--- src/rtl/systolic_skew_feeder.sv ---
// Left-edge feeder for the PE systolic array: buffers one ROWS x DEPTH tile of
// activations, then replays it with row r delayed by r cycles and zero fill outside the tile.
module systolic_skew_feeder #(
    parameter int ROWS       = 4,
    parameter int DEPTH      = 4,
    parameter int DATA_WIDTH = 8
) (
    input  logic                       clk,
    input  logic                       rst,
    input  logic [ROWS*DATA_WIDTH-1:0] in_vec,
    input  logic                       in_valid,
    output logic                       in_ready,
    output logic [ROWS*DATA_WIDTH-1:0] out_a,
    output logic                       out_valid,
    output logic                       done
);

    localparam int LCW    = $clog2(DEPTH + 1);
    localparam int TW     = $clog2(DEPTH + ROWS);
    localparam int LAST_T = DEPTH + ROWS - 2;

    typedef enum logic [1:0] {
        S_LOAD,
        S_STREAM,
        S_DONE
    } state_t;

    state_t                      state;
    logic [LCW-1:0]              load_cnt;
    logic [TW-1:0]               t;
    logic [DATA_WIDTH-1:0]       buffer   [ROWS][DEPTH];
    logic [DATA_WIDTH-1:0]       buf_next [ROWS][DEPTH];
    logic                        hs;
    logic                        last_load;
    logic [TW-1:0]               t_next;
    logic [ROWS*DATA_WIDTH-1:0]  skew_next;

    assign hs        = (state == S_LOAD) && in_valid && in_ready;
    assign last_load = hs && (load_cnt == LCW'(DEPTH - 1));
    assign t_next    = (state == S_STREAM) ? t + 1'b1 : '0;

    // The first stream beat is computed on the edge that writes the last column,
    // so the skew is taken from the buffer contents including this cycle's write.
    always_comb begin
        buf_next  = buffer;
        skew_next = '0;
        for (int r = 0; r < ROWS; r++) begin
            for (int d = 0; d < DEPTH; d++) begin
                if (hs && (int'(load_cnt) == d)) begin
                    buf_next[r][d] = in_vec[r*DATA_WIDTH +: DATA_WIDTH];
                end
            end
        end
        for (int r = 0; r < ROWS; r++) begin
            for (int d = 0; d < DEPTH; d++) begin
                if (int'(t_next) == r + d) begin
                    skew_next[r*DATA_WIDTH +: DATA_WIDTH] = buf_next[r][d];
                end
            end
        end
    end

    always_ff @(posedge clk or posedge rst) begin
        if (rst) begin
            for (int r = 0; r < ROWS; r++) begin
                for (int d = 0; d < DEPTH; d++) begin
                    buffer[r][d] <= '0;
                end
            end
        end else if (hs) begin
            buffer <= buf_next;
        end
    end

    always_ff @(posedge clk or posedge rst) begin
        if (rst) begin
            state     <= S_LOAD;
            load_cnt  <= '0;
            t         <= '0;
            out_a     <= '0;
            out_valid <= 1'b0;
            done      <= 1'b0;
            in_ready  <= 1'b0;
        end else begin
            case (state)
                S_LOAD: begin
                    in_ready <= 1'b1;
                    if (hs) begin
                        load_cnt <= load_cnt + 1'b1;
                        if (last_load) begin
                            state     <= S_STREAM;
                            t         <= '0;
                            out_a     <= skew_next;
                            out_valid <= 1'b1;
                            in_ready  <= 1'b0;
                        end
                    end
                end
                S_STREAM: begin
                    if (t == TW'(LAST_T)) begin
                        state     <= S_DONE;
                        out_a     <= '0;
                        out_valid <= 1'b0;
                        done      <= 1'b1;
                    end else begin
                        t     <= t_next;
                        out_a <= skew_next;
                    end
                end
                S_DONE: begin
                    state    <= S_LOAD;
                    done     <= 1'b0;
                    load_cnt <= '0;
                    in_ready <= 1'b1;
                end
                default: begin
                    state <= S_LOAD;
                end
            endcase
        end
    end

endmodule

--- config.mk ---
export PLATFORM = sky130hd
export DESIGN_NAME = systolic_skew_feeder
export DESIGN_NICKNAME = d
export VERILOG_FILES = /design/src/rtl/systolic_skew_feeder.sv
export SDC_FILE = /design/constraint.sdc
export NUM_CORES = 1
export LEC_CHECK = 0
export CAP_MARGIN = 20
export CORE_UTILIZATION = 30
export CTS_BUF_LIST = sky130_fd_sc_hd__clkbuf_2 sky130_fd_sc_hd__clkbuf_4 sky130_fd_sc_hd__clkbuf_8
export DETAILED_ROUTE_END_ITERATION = 8
export DONT_BUFFER_PORTS = 1
export HOLD_SLACK_MARGIN = 0.1
export RECOVER_POWER = 50
export SYNTH_ARGS = -nofsm -noshare
export SYNTH_HDL_FRONTEND = slang
export SYNTH_SLANG_ARGS = --single-unit
--- constraint.sdc ---
create_clock -name clk -period 7 [get_ports clk]
set_input_delay 1.4 -clock clk [delete_from_list [all_inputs] [get_ports clk]]
set_output_delay 1.4 -clock clk [all_outputs]
set_load 0.02 [all_outputs]
---- After elaboration in Yosys (flattened, before gate mapping) ----
Index checks and enable logic that the tools add are counted.
cells by class
  equal/unequal tests ..................... 17
  muxes and demuxes ....................... 56
  $add $sub $neg .......................... 2
  reduce and logical (&&, ||, !) cells .... 19
operators with widths
  operator                                                                 count
  8-bit two-way mux                                                        32
  32-bit two-way mux                                                       3
  32-bit case mux with 2 select lines                                      1
  3-bit equality test, second input constant                               7
  3-bit two-way mux                                                        5
  3-bit by 2-bit equality test with 1-bit output, second input constant    4
  3-bit case mux with 2 select lines                                       2
  4-bit AND reduction                                                      2
  1-bit logical AND                                                        7
  3-bit by 1-bit adder with 3-bit output, second input constant            2
  3-bit logical NOT                                                        2
  1-bit two-way mux                                                        6
  2-bit two-way mux                                                        3
  2-bit inequality test, second input constant                             3
  1-bit case mux with 2 select lines                                       3
  3-bit AND reduction                                                      2
  2-bit nonzero test                                                       3
  2-bit case mux with 2 select lines                                       1
  2-bit AND reduction                                                      2
  2-bit by 1-bit equality test with 1-bit output, second input constant    1
  2-bit equality test, second input constant                               1
  2-bit logical NOT                                                        1
  2-bit by 1-bit inequality test with 1-bit output, second input constant  1
storage, ports and cells
  register bits ........................... 171
  output and inout port bits .............. 35
  logic and storage cells ................. 117

---- Depth between registers and ports, before layout ----
Gate-level depths: netlist of run 1.
  depth after elaboration ................. 12
  depth in mapped cells ................... 8
  gate-level depth less buffers ........... 7

---- Worst setup path after synthesis of run 1 ----
Ideal clock, no wire load.
  path type ............................... input -> register
  start ................................... in in_valid
  end ..................................... reg out_a[25]
  setup slack ............................. 4.271 ns
  data arrival time ....................... 2.587 ns
  cell stages on the path ................. 6
  buffers on the path ..................... 1
  required time ........................... 6.858 ns
  cell sequence ........................... and3b_2 > nand3_4 > buf_6 > mux2_4 > a221oi_1 > o221ai_1
between the ends
  longest elaborated chain between the ends .. 11
  elaborated cells on any way between the ends .. 22
ends and longest elaborated chain
  what                                 line  RTL
  start, declared                      11    input logic in_valid,
  1-bit logical AND * (2 in series)    38    assign hs = (state == S_LOAD) && in_valid && in_ready;
  1-bit logical AND                    49    if (hs && (int'(load_cnt) == d)) begin
  8-bit two-way mux                    49
  8-bit two-way mux (4 in series)      56    if (int'(t_next) == r + d) begin
  32-bit two-way mux                   90    if (last_load) begin
  32-bit two-way mux                   88    if (hs) begin
  32-bit case mux with 2 select lines  85    case (state)
  end signal, assigned                 93    out_a <= skew_next;
  end signal, assigned                 107   out_a <= skew_next;
  end, declared                        13    output logic [ROWS*DATA_WIDTH-1:0] out_a,
Every way passes the cells marked *; elsewhere a longest branch is shown, timed or not. The select of a mux whose other input is x is not followed.
A chain may end at the register's enable or synchronous reset.

==> impl_metrics.env, run 1 <==
export IMPL_start_util=0.3087
export IMPL_synth_seq_cells=171
export IMPL_finalMaxSlewViolations=111
export IMPL_setup_viol=0
export IMPL_ir_drop_uv=172.7
export IMPL_drt_iter0_drc=406
export IMPL_coreArea_mm2=0.02460
export IMPL_yosysWarnings=0
export IMPL_hold_viol=0
export IMPL_drive_above_1_share=0.2357
export IMPL_nFillCells=2445
export IMPL_status="finished, violations left"
export IMPL_portBuffers=0
export IMPL_ant_nets=0
export IMPL_regArea_mm2=0.004279
export IMPL_setup_tns_ns=0
export IMPL_slew_headroom=-1.287
export IMPL_crit_chain="clkinvlp_2, buf_4"
export IMPL_cts_made_buffers=17
export IMPL_hold_class="flip-flop to flip-flop"
export IMPL_die_w_um=161.1
export IMPL_grt_max_degree=77
export IMPL_crit_type="input port to asynchronous set/reset pin"
export IMPL_clockBufferDepth=2
export IMPL_cpMaxStageDelayCell="clkinvlp_2"
export IMPL_gp_congestion=0.7335
export IMPL_cp_top_family="buffers and inverters"
export IMPL_multi_input_area_mm2=0.003089
export IMPL_cpPeakStageDelay_ns=1.87
export IMPL_synth_nets=689
export IMPL_die_area_mm2=0.02596
export IMPL_dpl_hpwl_um=11660
export IMPL_synth_edf_count=0
export IMPL_skew_ns=0.01671
export IMPL_cp_start_kind="input port"
export IMPL_clock_sinks=171
export IMPL_tightest_slew_ns=3.412
export IMPL_seq_area_frac_synth=0.5633
export IMPL_rsz0062_at_grt="no"
export IMPL_max_freq_ghz=0.2754
export IMPL_dp_cells=940
export IMPL_cts_hold_buffers=0
export IMPL_crit_arrival_ns=4.16
export IMPL_fp_dieH_um=161.1
export IMPL_grt_pass1_wl_um=30330
export IMPL_clock_latency_ns=0.46
export IMPL_cts_root_buffer="clkbuf_8"
export IMPL_drt_wirelength_per_cell_um=19.61
export IMPL_worstSetupEndpointType="asynchronous set/reset pin"
export IMPL_whs_ns=0.4732
export IMPL_h_tree_depth=4
export IMPL_met1_usage=0.1937
export IMPL_crit_fanout=76
export IMPL_stdcell_count=973
export IMPL_tritoncts="yes"
export IMPL_yosysUniqueCellTypes=46
export IMPL_antenna_found_initial=0
export IMPL_met2_usage=0.2502
export IMPL_cp_buffers_inverters=2
export IMPL_cap_violations=2
export IMPL_nets=678
export IMPL_fin_crit_sh=0.5187
export IMPL_first_pass_iters=5
export IMPL_async_flop_share=1.000
export IMPL_post_cts_resized=0
export IMPL_timing_final_crit_period_ns=3.631
export IMPL_met3_usage=0.04725
export IMPL_p_per_area_mw_per_mm2=479.5
export IMPL_synth_top_flop_cell="dfrtp_1"
export IMPL_fin_area_mm2=0.008314
export IMPL_track_usage=0.1531
export IMPL_syn_inst=647
export IMPL_post_cts_setup_buffers=0
export IMPL_fp_row_count=57
export IMPL_via_count=4979
export IMPL_antenna_cells=0
export IMPL_place_area_mm2=0.007900
export IMPL_required_ns=7.53
export IMPL_grt_ovfl_total=0
export IMPL_syn_cell_area_mm2=0.007596
export IMPL_p_leak_nw=3.690
export IMPL_clk_pin_slew_ns=0.09
export IMPL_via_per_inst=5.117
export IMPL_drt_wl_total_um=19080
export IMPL_violations="capacitance limit, slew limit"
export IMPL_drc_errors=0
export IMPL_avgSynthCellArea_um2=11.74
export IMPL_ioPinCount=70
export IMPL_syn_to_final_growth_pct=9.455
export IMPL_grt_pass1_vias=5043
export IMPL_top_usage_layer="met2"
-- final timing paths --
path                               to  slack (ns)  cells after the start        from
setup / recovery           buffer[24]        3.37                      2         rst
hold / removal             buffer[96]        0.47                      2  buffer[96]
setup reg to reg            out_a[19]        3.82                      6    state[1]
hold reg to reg            buffer[96]        0.47                      2  buffer[96]
max in group clk            out_a[19]        3.56                      6    in_valid
min in group asynchronous   out_valid        1.82                      1         rst
-- registers in the layout, summed over array words and instances, names as in the netlist --
register / cells
in_ready: 1
done: 1
state: 2
buffer: 128
out_valid: 1
load_cnt: 3
out_a: 32
t: 3
-- cell type report --
class                   instances  share of cell area
well taps                     324             0.04876
clock inverters                12             0.01911
repair buffers                 12            0.009481
flip-flops and latches        171              0.5147
clock buffers                  20             0.03311
inverters                       7            0.003311
multi-input cells             427              0.3716
-- cell usage in the layout, fill, tap and decap left out, types with 2 or more instances in the layout --
cell type and instances:
dfrtp_1 171, nand2_1 143, mux2_2 82, o21ai_0 38, a221oi_1 20, clkbuf_8 20
o2bb2ai_1 16, mux2_4 15, a21boi_0 13, o221ai_1 13, a21oi_1 12, a211oi_1 11
a31oi_1 9, buf_4 9, nor2_1 7, ha_1 7, inv_1 6, a221oi_2 4
nor2_2 3, nand3b_1 3, and3_1 3, a211o_1 3, bufinv_16 3, clkinv_2 3
inv_6 3, clkbuf_1 3, nand3_4 2, nor3b_1 2, and2_0 2, nor3_1 2
nand3_1 2
-- report_power, final --
group	switching [mW]	internal (mW)	total, mW	leakage, nW
Combinational	0.805	0.638	1.44	1.36
Clock	0.379	0.386	0.765	0.222
Sequential	0.329	1.45	1.78	2.11
Total	1.51	2.47	3.99	3.69
-- synth_stat cells (2+ instances only) --
cell type / n / area share
mux2_2: 82 / 0.12
a21boi_0: 13 / 0.013
nand2_1: 143 / 0.071
and3_1: 3 / 0.0025
nand3b_1: 3 / 0.0030
ha_1: 7 / 0.012
o2bb2ai_1: 16 / 0.018
o21ai_0: 38 / 0.025
a21oi_1: 12 / 0.0079
a221oi_2: 4 / 0.0079
inv_1: 7 / 0.0035
a31oi_1: 9 / 0.0074
clkbuf_1: 23 / 0.011
nand3_1: 2 / 0.0013
o221ai_1: 13 / 0.015
nand3_4: 2 / 0.0046
a221oi_1: 20 / 0.023
mux2_4: 15 / 0.030
nor2_1: 9 / 0.0044
buf_2: 14 / 0.0092
buf_6: 4 / 0.0059
a211oi_1: 11 / 0.011
nor3_1: 2 / 0.0013
dfrtp_1: 171 / 0.56
a211o_1: 3 / 0.0035
-- cells by family (layout without fill, tap and decap cells) --
logic type	after synthesis	count (layout)	synth area share
buf+inv	49	51	0.03097
simple gates	179	179	0.1046
fa+ha+maj	7	7	0.01153
xor+xnor	2	2	0.003295
flops	171	171	0.5633
compound gates	142	142	0.1351
mux	97	97	0.1512
-- layer usage --
layer / wire length (µm) / vias to the layer above
met5: 0 / -
met4: 174 / 0
met3: 1250 / 10
met2: 9239 / 95
met1: 8415 / 2586
li1: - / 2288
-- stage by stage --
stage / util / total power [mW] / setup WS [ns]
floorplan: - / 2.866 / 0.9682
global placement: 0.3211 / 3.217 / 3.655
detailed placement: 0.3211 / 3.256 / 3.567
CTS: 0.3387 / 4.022 / 4.064
global route: 0.3379 / 4.263 / 2.777
finish: 0.3379 / 3.987 / 3.369
No activity file was read; power rests on OpenSTA's default activity.
==> run 2: changes to the inputs <==
==> constraint.sdc (replaced) <==
create_clock -name clk -period 3.2 [get_ports clk]
set_input_delay 0.64 -clock clk [delete_from_list [all_inputs] [get_ports clk]]
set_output_delay 0.64 -clock clk [all_outputs]
set_load 0.02 [all_outputs]
==> run 2 against run 1 <==
Against the previous run:
- setup slack got worse by 2.7 ns
- register-to-register slack got worse by 3.1 ns
- largest power group unchanged
- final area rose by 0.36%
- the run still ends with capacitance limit, slew limit left
- sequential cell count did not move
- power rose by 120%
- global-route usage rose by 0.23 points
- critical path type is now flip-flop to flip-flop
==> impl_metrics.env, run 2 (same netlist as run 1, synthesis figures left out) <==
export IMPL_clock_latency_ns=0.47
export IMPL_drt_wl_total_um=19210
export IMPL_regArea_mm2=0.004279
export IMPL_internal_power_mw=5.257
export IMPL_reg2reg_slack_ns=0.69
export IMPL_fin_crit_sh=0.7829
export IMPL_grt_max_degree=172
export IMPL_die_area_mm2=0.02596
export IMPL_h_tree_depth=4
export IMPL_crit_type="flip-flop to flip-flop"
export IMPL_rsz0062_at_grt="no"
export IMPL_cts_made_buffers=17
export IMPL_dpl_hpwl_um=11890
export IMPL_antenna_found_initial=0
export IMPL_status="finished, violations left"
export IMPL_nets=684
export IMPL_ir_drop_uv=338.4
export IMPL_clock_sinks=171
export IMPL_ant_nets=0
export IMPL_clkPwrFrac=0.168
export IMPL_worstSetupEndpointType="flip-flop"
export IMPL_total_power_mw=8.579
export IMPL_hold_class="input port to flip-flop"
export IMPL_required_ns=3.54
export IMPL_cts_root_buffer="clkbuf_8"
export IMPL_largest_reg_flops=128
export IMPL_cts_hold_buffers=0
export IMPL_tightest_slew_ns=2.383
export IMPL_cp_buffers_inverters=0
export IMPL_crit_arrival_ns=2.85
export IMPL_gp_congestion=0.7092
export IMPL_ioPinCount=70
export IMPL_p_comb_frac=0.379
export IMPL_drive_above_1_share=0.2489
export IMPL_hold_viol=0
export IMPL_fp_dieH_um=161.1
export IMPL_whs_ns=0.2700
export IMPL_grt_ovfl_total=0
export IMPL_cp_start_kind="flip-flop"
export IMPL_coreArea_mm2=0.02460
export IMPL_via_per_inst=5.153
export IMPL_crit_chain="and3b_1, nand3_4, mux2_4, a221oi_1, o221ai_1"
export IMPL_violations="capacitance limit, slew limit"
export IMPL_start_util=0.3087
export IMPL_nFillCells=2495
export IMPL_die_w_um=161.1
export IMPL_max_freq_ghz=0.3991
export IMPL_clockBufferDepth=2
export IMPL_final_cell_mix="dfrtp_1 (171), nand2_1 (143), mux2_2 (82)"
export IMPL_drt_iter0_drc=369
export IMPL_clk_pin_slew_ns=0.09
export IMPL_setup_tns_ns=0
export IMPL_track_usage=0.1554
export IMPL_antenna_cells=0
export IMPL_slew_headroom=-0.5889
export IMPL_cpMaxStageDelayCell="dfrtp_1"
export IMPL_fp_row_count=57
export IMPL_skew_ns=0.01681
export IMPL_p_seq_frac=0.452
export IMPL_p_sw_mw=3.322
export IMPL_cpPeakStageDelay_ns=0.54
export IMPL_grt_pass1_wl_um=30730
export IMPL_drt_wirelength_per_cell_um=19.62
export IMPL_p_per_area_mw_per_mm2=1028
export IMPL_portBuffers=0
export IMPL_post_cts_setup_buffers=0
export IMPL_tritoncts="yes"
export IMPL_via_count=5045
export IMPL_drc_errors=0
export IMPL_grt_pass1_vias=5219
export IMPL_syn_to_final_growth_pct=9.850
export IMPL_final_core_util=0.3391
export IMPL_cp_top_family="simple AND/OR/NAND/NOR gates"
export IMPL_finalMaxSlewViolations=172
export IMPL_regMostFlops="buffer"
export IMPL_post_cts_resized=0
export IMPL_p_leak_nw=3.716
export IMPL_timing_final_crit_period_ns=2.505
export IMPL_multi_input_area_mm2=0.003100
export IMPL_first_pass_iters=5
export IMPL_final_common_cell="dfrtp_1"
export IMPL_reg_largest_list="buffer (128), out_a (32)"
export IMPL_cap_violations=1
export IMPL_setup_viol=0
export IMPL_crit_fanout=25
export IMPL_p_sw_frac=0.3872
[run 2: final cells by class]
| type | count | area share |
|---|---|---|
| clock buffers | 22 | 0.03479 |
| clock inverters | 10 | 0.009747 |
| inverters | 7 | 0.003299 |
| multi-input cells | 427 | 0.3716 |
| flip-flops and latches | 171 | 0.5128 |
| well taps | 324 | 0.04858 |
| repair buffers | 18 | 0.01919 |
[run 2: worst paths after layout]
check | to | cells after the start | from
max | out_a[27] | 5 | state[1]
min | buffer[65] | 2 | in_vec[9]
max reg2reg | out_a[27] | 5 | state[1]
min reg2reg | buffer[33] | 2 | buffer[33]
max in group asynchronous | load_cnt[2] | 2 | rst
min in group asynchronous | in_ready | 2 | rst
[run 2: routing by layer]
layer | GRT usage | vias up | wire length (µm)
met5 | 0 | - | 0
met4 | 0.05017 | 0 | 290
met3 | 0.04751 | 25 | 1161
met2 | 0.2416 | 109 | 8930
met1 | 0.2059 | 2604 | 8822
li1 | - | 2307 | -
[run 2: stage by stage]
stage	cells	setup slack [ns]	area, µm²
detailed placement	947	0.7102	7989
global placement	947	0.7563	7989
CTS	979	0.6914	8361
finish	979	0.6946	8344
global route	979	0.3588	8344
floorplan	647	0.3773	7600
[run 2: worst reg2reg max path: cells and delay by family (launching register included)]
family / cells / cell delay [ns]
AND/OR/NAND/NOR: 2 / 0.88
flip-flops: 1 / 0.54
multiplexers: 1 / 0.48
AO/OA/AOI/OAI: 2 / 0.49
[run 2: power groups by stage]
stage,sequential [mW],combinational [mW],clock [mW]
5_1_grt,4.01,3.61,1.59
4_1_cts,3.89,3.28,1.49
3_5_place_dp,3.93,3.26,0
6_report,3.88,3.25,1.45
2_1_floorplan,3.73,2.54,0
3_3_place_gp,3.90,3.21,0
==> run 3: changes to the inputs <==
==> constraint.sdc (replaced) <==
create_clock -name clk -period 2.6 [get_ports clk]
set_input_delay 0.52 -clock clk [delete_from_list [all_inputs] [get_ports clk]]
set_output_delay 0.52 -clock clk [all_outputs]
set_load 0.02 [all_outputs]
==> run 3 against run 2 <==
Against the previous run:
- the run still ends with capacitance limit, slew limit left
- register-to-register slack got worse by 0.53 ns
- clock-buffer cell count decreased by 5
- die area stayed put
- first-iteration DRC count down 3.3%
- clock skew up 0.0050 ns
- final area grew 2.0%
- sequential share of layout area is 1.0 points lower
- critical endpoint is now out_a[3]
==> impl_metrics.env, run 3 (same netlist as run 1, synthesis figures left out) <==
export IMPL_drc_errors=0
export IMPL_rsz0062_at_grt="no"
export IMPL_clock_sinks=171
export IMPL_ant_nets=0
export IMPL_antenna_cells=0
export IMPL_post_cts_resized=0
export IMPL_crit_arrival_ns=2.83
export IMPL_p_per_area_mw_per_mm2=1295
export IMPL_clock_latency_ns=0.48
export IMPL_cts_made_buffers=17
export IMPL_setup_slack_ns=0.1631
export IMPL_cpMaxStageDelayCell="nor3_4"
export IMPL_status="finished, violations left"
export IMPL_cp_buffers_inverters=1
export IMPL_die_w_um=161.1
export IMPL_dpl_hpwl_um=12080
export IMPL_grt_pass1_vias=5318
export IMPL_fin_area_mm2=0.008511
export IMPL_nets=697
export IMPL_reg_largest_list="buffer (128), out_a (32)"
export IMPL_die_area_mm2=0.02596
export IMPL_antenna_found_initial=0
export IMPL_stdcell_count=992
export IMPL_grt_ovfl_total=0
export IMPL_drt_wirelength_per_cell_um=19.46
export IMPL_gp_congestion=0.7722
export IMPL_ioPinCount=70
export IMPL_drive_above_1_share=0.2605
export IMPL_timing_final_crit_period_ns=2.437
export IMPL_portBuffers=0
export IMPL_start_util=0.3087
export IMPL_ir_drop_uv=395.9
export IMPL_track_usage=0.1565
export IMPL_cap_violations=1
export IMPL_clk_pin_slew_ns=0.09
export IMPL_final_cell_mix="dfrtp_1 (171), nand2_1 (143), mux2_2 (82)"
export IMPL_regMostFlops="buffer"
export IMPL_fin_crit_sh=0.9373
export IMPL_crit_fanout=17
export IMPL_syn_to_final_growth_pct=12.04
export IMPL_largest_reg_flops=128
export IMPL_crit_chain="ha_1, xor2_2, nor3_4, buf_4, a221oi_1, a21oi_1"
export IMPL_grt_pass1_wl_um=31080
export IMPL_dp_cells=959
export IMPL_slew_headroom=-0.1317
export IMPL_hold_viol=0
export IMPL_worstSetupEndpointType="flip-flop"
export IMPL_final_common_cell="dfrtp_1"
export IMPL_clockBufferDepth=2
export IMPL_reg2reg_slack_ns=0.16
export IMPL_setup_viol=0
export IMPL_fp_dieH_um=161.1
export IMPL_whs_ns=0.1509
export IMPL_grt_max_degree=103
export IMPL_post_cts_setup_buffers=0
export IMPL_violations="capacitance limit, slew limit"
export IMPL_cpPeakStageDelay_ns=0.80
export IMPL_tritoncts="yes"
export IMPL_h_tree_depth=4
export IMPL_required_ns=2.99
export IMPL_crit_type="flip-flop to flip-flop"
export IMPL_via_count=5056
export IMPL_skew_ns=0.02182
export IMPL_finalMaxSlewViolations=70
export IMPL_fp_row_count=57
export IMPL_via_per_inst=5.097
export IMPL_cp_start_kind="flip-flop"
export IMPL_total_power_mw=11.02
export IMPL_place_area_mm2=0.008092
export IMPL_drt_iter0_drc=357
export IMPL_dpl_worst_slack_ns=0.1999
export IMPL_cp_top_family="simple AND/OR/NAND/NOR gates"
export IMPL_p_leak_nw=3.801
export IMPL_drt_wl_total_um=19310
export IMPL_cts_root_buffer="clkbuf_8"
export IMPL_max_freq_ghz=0.4104
export IMPL_coreArea_mm2=0.02460
export IMPL_tightest_slew_ns=1.698
export IMPL_hold_class="input port to flip-flop"
export IMPL_first_pass_iters=5
-- run 3: cell count changes in the layout (fill, tap and decap cells not counted), sizes merged --
cell | previous run | this run
dlygate4sd3 | 0 | 1
clkbuf | 23 | 20
bufinv | 0 | 4
inv | 10 | 11
buf | 17 | 27
-- run 3: cell type report --
| class | count | area [µm²] |
|---|---|---|
| clock buffers | 17 | 234.0 |
| clock inverters | 15 | 210.2 |
| fillers | 2423 | 16090 |
| inverters | 7 | 27.53 |
| multi-input cells | 427 | 3100 |
| flip-flops and latches | 171 | 4279 |
| well taps | 324 | 405.4 |
| repair buffers | 31 | 254.0 |
-- run 3: path summary, 6_finish.rpt --
| check | to | depth (start not counted) | startpoint |
|---|---|---|---|
| max | out_a[3] | 6 | t[0] |
| min | buffer[66] | 2 | in_vec[10] |
| max reg2reg | out_a[3] | 6 | t[0] |
| min reg2reg | buffer[6] | 2 | buffer[6] |
| max in group asynchronous | buffer[95] | 3 | rst |
| min in group asynchronous | load_cnt[2] | 3 | rst |
-- run 3: where the power goes --
group / internal [mW] / switching [mW]
clock: 1.07 / 1.05
sequential: 3.90 / 0.856
combinational: 1.90 / 2.26
-- run 3: worst register-to-register path, stage by stage, from the launching register on --
cell      delay (ns)
dfrtp_1         0.44
ha_1            0.30
xor2_2          0.25
nor3_4          0.80
buf_4           0.31
a221oi_1        0.10
a21oi_1         0.16
-- run 3: layer usage --
layer | wire length, µm | vias up | GRT usage
met5 | 0 | - | 0
met4 | 174 | 0 | 0.03645
met3 | 1430 | 13 | 0.05444
met2 | 9194 | 118 | 0.2494
met1 | 8508 | 2591 | 0.2035
li1 | - | 2334 | -
-- run 3: what timing repair did --
action                                  CTS  global route
endpoints found under the setup margin    0             0
hold endpoints to repair                 69             0
hold buffers                              1             0
-- run 3: through the flow --
| stage | TNS [ns] | util |
|---|---|---|
| after global placement | 0 | 0.3289 |
| after detailed placement | 0 | 0.3289 |
| final | 0 | 0.3459 |
| after CTS | 0 | 0.3473 |
| after floorplan | -17.56 | - |
| after global routing | 0 | 0.3459 |
